<file path="src/rtl/spi_mem_ctrl.sv">
// Single-request SPI RAM controller: one 40-bit mode-0 frame per CPU word access.
// Latency: rsp_valid in the 83rd cycle after acceptance. Backpressure: req_ready only in IDLE.
module spi_mem_ctrl #(
    parameter logic [7:0] CMD_READ  = 8'h03,
    parameter logic [7:0] CMD_WRITE = 8'h02
) (
    input  logic        clk,
    input  logic        rst_n,
    input  logic        req_valid,
    output logic        req_ready,
    input  logic        req_we,
    input  logic [14:0] req_addr,
    input  logic [15:0] req_wdata,
    output logic        rsp_valid,
    output logic [15:0] rsp_rdata,
    output logic        busy_o,
    output logic        mem_csb_o,
    output logic        mem_sclk_o,
    output logic        mem_out_o,
    input  logic        mem_in_i
);

    typedef enum logic [2:0] {IDLE, SETUP, SHIFT, HOLD, DONE} state_t;

    state_t      r_state;
    state_t      w_next;
    logic [6:0]  r_cnt;
    logic [39:0] r_shift;
    logic [15:0] r_rx;
    logic [15:0] r_rdata;
    logic        r_we;
    logic        r_rdy;
    logic        r_csb;
    logic        r_sclk;
    logic        r_valid;
    logic        w_accept;
    logic        w_last;

    assign w_accept = (r_state == IDLE) && r_rdy && req_valid;
    assign w_last   = (r_cnt == 7'd79);

    always_ff @(posedge clk or negedge rst_n) begin
        if (!rst_n) r_state <= IDLE;
        else        r_state <= w_next;
    end

    always_comb begin
        w_next = r_state;
        case (r_state)
            IDLE:    if (w_accept) w_next = SETUP;
            SETUP:   w_next = SHIFT;
            SHIFT:   if (w_last) w_next = HOLD;
            HOLD:    w_next = DONE;
            DONE:    w_next = IDLE;
            default: w_next = IDLE;
        endcase
    end

    // Pin registers are loaded from the next state so each pin value lines up with its state cycle.
    always_ff @(posedge clk or negedge rst_n) begin
        if (!rst_n) begin
            r_cnt   <= 7'd0;
            r_shift <= 40'd0;
            r_rx    <= 16'd0;
            r_rdata <= 16'd0;
            r_we    <= 1'b0;
            r_rdy   <= 1'b0;
            r_csb   <= 1'b1;
            r_sclk  <= 1'b0;
            r_valid <= 1'b0;
        end else begin
            r_rdy   <= (w_next == IDLE);
            r_csb   <= !(w_next inside {SETUP, SHIFT, HOLD});
            r_valid <= (w_next == DONE);
            case (r_state)
                IDLE: begin
                    if (w_accept) begin
                        r_we    <= req_we;
                        r_shift <= {req_we ? CMD_WRITE : CMD_READ, req_addr, 1'b0,
                                    req_we ? req_wdata : 16'h0000};
                        r_cnt   <= 7'd0;
                    end
                end
                SETUP: begin
                    r_sclk <= 1'b1;
                    r_rx   <= {r_rx[14:0], mem_in_i};
                    r_cnt  <= 7'd0;
                end
                SHIFT: begin
                    if (w_last) begin
                        r_sclk  <= 1'b0;
                        r_shift <= 40'd0;
                    end else begin
                        r_cnt <= r_cnt + 7'd1;
                        if (!r_cnt[0]) begin
                            r_sclk  <= 1'b0;
                            r_shift <= {r_shift[38:0], 1'b0};
                        end else begin
                            r_sclk <= 1'b1;
                            r_rx   <= {r_rx[14:0], mem_in_i};
                        end
                    end
                end
                HOLD: begin
                    // The last 16 samples are exactly the data field of the frame.
                    if (!r_we) r_rdata <= r_rx;
                end
                default: ;
            endcase
        end
    end

    assign req_ready  = r_rdy;
    assign rsp_valid  = r_valid;
    assign rsp_rdata  = r_rdata;
    assign busy_o     = (r_state != IDLE);
    assign mem_csb_o  = r_csb;
    assign mem_sclk_o = r_sclk;
    assign mem_out_o  = r_shift[39];

endmodule

</file>
<file path="config.mk">
export PLATFORM = sky130hd
export DESIGN_NAME = spi_mem_ctrl
export DESIGN_NICKNAME = d
export VERILOG_FILES = /design/src/rtl/spi_mem_ctrl.sv
export SDC_FILE = /design/constraint.sdc
export NUM_CORES = 1
export LEC_CHECK = 0
export CAP_MARGIN = 10
export CORE_ASPECT_RATIO = 2
export CORE_UTILIZATION = 55
export CTS_CLUSTER_SIZE = 12
export DETAILED_ROUTE_END_ITERATION = 8
export HOLD_SLACK_MARGIN = 0.08
export PLACE_DENSITY = 0.81
export SETUP_SLACK_MARGIN = 0.1
export SYNTH_ARGS = -nofsm -noshare
export SYNTH_HDL_FRONTEND = slang
export SYNTH_SLANG_ARGS = --single-unit
</file>
<file path="constraint.sdc">
create_clock -name clk -period 2.9 [get_ports clk]
set_clock_uncertainty 0.05 [all_clocks]
set_input_delay 0.435 -clock clk [delete_from_list [all_inputs] [get_ports clk]]
set_output_delay 0.435 -clock clk [all_outputs]
set_load 0.01 [all_outputs]
</file>
==> results by group <==
Synthesis
  – Post-Syn Instances: between 300 and 400
  – Synthesis Warnings: 0
  – FFs w/ async S/R, synth: 1.00
  – Post-synth EDFFs: 0
  – Syn avg cell area: approximately 12 µm²
  – Syn nets: ~360
  – Yosys top cell area share: 0.546
  – Seq/Total Area, Yosys: 0.552
  – Yosys reg bits: 87
  – Post-Synthesis Cell Area: ~4000 µm²
  – Synth cell types: 44
  – Synth top area cells: dfrtp_1 (55%), mux2_2 (18%), nand2_1 (4.2%)
  – Synth area leader: dfrtp_1
  – Post-synth top flop: dfrtp_1

Drt
  – Drt via density: about 5.6
  – Post-route antenna net violation count: 0
  – DRC violations left: 0
  – Via count: approximately 2600
  – Drt first pass iters: 4
  – Final wirelength: 7060 µm
  – Starting DRT DRC Count: between 80 and 90
  – DR WL/cell: between 10 and 15 µm

CTS
  – CTS buffer count: 9
  – # hold bufs at CTS: 0
  – Root Driver: clkbuf_16
  – Clock Path Buffers: 2
  – Post-CTS Repair Setup Buffers: 0
  – Clk slew on worst S/H paths: ~0.06 ns
  – CTS Sinks: slightly below 90
  – H-tree depth: 3
  – Cts repair resizes: 0
  – CTS tree: done
  – Latest clock arrival within the worst-skew pair: roughly 0.33 ns

Finish
  – Finished Cell Area: roughly 5000 µm²
  – Final Util: 0.707
  – Most common cell after layout, fill and taps aside: dfrtp_1
  – Fillcell total: between 400 and 500
  – Nets: slightly above 400
  – Syn-to-layout area delta: 24.3%
  – Layout cell share with drive strength beyond 1: 0.251
  – Final Non-Filler Cells: about 470
  – Most frequent cells in the layout: dfrtp_1 (86), mux2_2 (63), clkdlybuf4s50_1 (56)
  – Diode count: 0

Timing
  – Min Clock Period, post-route: between 2 and 2.5 ns
  – Period Utilization, post-route: 0.812
  – Final setup violation count: 0
  – Final WS setup: roughly 0.54 ns
  – Final hold vios: 0
  – RSZ-0062 raised after global routing: no
  – Measured slew at the worst slew-check pin: 0.676 ns
  – Relative slew margins: 0.549
  – Setup tns final: 0 ns
  – Final Max Tran Viols: 0
  – Fmax achieved: ~420 MHz

Placement
  – Area post-placement: approximately 4600 µm²
  – Placed cells: between 400 and 500
  – RD Place Congestion: around 0.83
  – Hpwl dp: a little under 5000 µm
  – Pre-CTS setup slack: around 0.54 ns
  – Buffers on Ports: 57

Floorplan
  – Core Box Area: 6940 µm²
  – Cell row count: 43
  – IO Pins: 58
  – DIE AREA: 7540 µm²
  – Starting Density: 0.568
  – Die X: between 60 and 70 µm
  – Die Span Y: about 120 µm

Critical path
  – Worst-path fanout max: 34
  – Crit path launch type: flop
  – WP data arrival: ~2.6 ns
  – CP endpoint kind: flop
  – Reg2reg path depth: 7
  – Crit path kind: reg -> reg
  – CP required: 3.10 ns

Power
  – Cell Pwr Density: ~540 nW/µm²
  – Max VDD drop: between 0.0004 and 0.0005 V
  – Static leakage: 2.26 nW

Global routing
  – First-pass GRT wire length: between 10000 and 15000 µm
  – Gr ovfl total: 0
  – Pin count of the biggest net entering global routing: between 50 and 60
  – Vias in the first global route: about 2700
  – Initial antenna violation count: 0
  – Gr usage total: 0.216

Run
  – Max-cap violations: 0

Run status
  – Status: completed

Hold path
  – Hold WC Path Type: in -> async
## routing by layer
layer	track usage	up-vias	share of wire
li1	-	1241	-
met5	0	-	0
met4	0.0972	0	0.018
met1	0.234	1325	0.40
met3	0.0382	11	0.022
met2	0.386	51	0.56
## path summary, 6_finish.rpt
check / end / slack, ns / from
min reg2reg: rsp_rdata[10]$_DFFE_PN0P_ / 0.46 / rsp_rdata[10]$_DFFE_PN0P_
max in group asynchronous: mem_csb_o$_DFF_PN1_ / 2.03 / rst_n
min: r_rx[4]$_DFFE_PN0P_ / 0.09 / rst_n
max reg2reg: r_shift[39]$_DFFE_PN0P_ / 0.54 / r_cnt[0]$_DFFE_PN0P_
min in group clk: rsp_rdata[10]$_DFFE_PN0P_ / 0.46 / rsp_rdata[10]$_DFFE_PN0P_
max: r_shift[39]$_DFFE_PN0P_ / 0.54 / r_cnt[0]$_DFFE_PN0P_
## report_power, final
group	switching (mW)	leakage [nW]	total (mW)	internal (mW)
Clock	0.430	0.170	1.32	0.889
Sequential	0.00818	1.15	1.23	1.23
Combinational	0.0334	0.938	0.0858	0.0524
## Yosys cell counts (2+ instances only)
library cell and instances:
a21oi_1 6, a22o_1 15, a32oi_1 2, and2_1 2
and3_1 2, buf_2 4, buf_4 9, buf_6 4
dfrtp_1 86, inv_1 10, mux2_2 63, mux2i_1 11
nand2_1 44, nand3_1 3, nand4_1 2, nor2_1 8
nor2b_1 2, nor3_1 3, nor3b_2 2, o21ai_0 16
o2bb2ai_1 2, xor2_1 2
## stage by stage
stage / power (mW) / hold WS, ns
6_report: 2.64 / 0.0858
5_1_grt: 2.72 / 0.144
4_1_cts: 2.67 / 0.107
3_5_place_dp: 1.34 / 0.444
3_3_place_gp: 1.34 / 0.439
2_1_floorplan: 1.26 / 0.0894
## kinds of logic after synthesis
family | share of synthesized area
mux | 0.208
xor+xnor | 0.00666
compound gates | 0.0920
flops | 0.552
simple gates | 0.0942
buf+inv | 0.0441
fa+ha+maj | 0.00317
## sequential cells by signal, indices dropped and copies added (netlist names), 3 cells and up
signal,count
r_state,3
rsp_rdata,16
r_rx,16
r_cnt,7
r_shift,40
## area by class of cell
class / instances / area [µm²] / share of cell area
Tap cell: 90 / 113 / 0.0230
Sequential cell: 87 / 2180 / 0.444
Clock buffer: 13 / 260 / 0.0531
Inverter: 10 / 37.5 / 0.00765
Timing Repair Buffer: 64 / 633 / 0.129
Clock inverter: 3 / 90.1 / 0.0184
Multi-Input combinational cell: 205 / 1590 / 0.325
## worst max-delay path, stage by stage, from the launching register on
cell and delay (ns):
dfrtp_1 0.47, ha_1 0.24, nand3_1 0.17, o21ai_2 0.30, o21a_2 0.16, buf_4 0.39, buf_4 0.27, mux2i_1 0.22
Power figures use the tool's default switching activity.
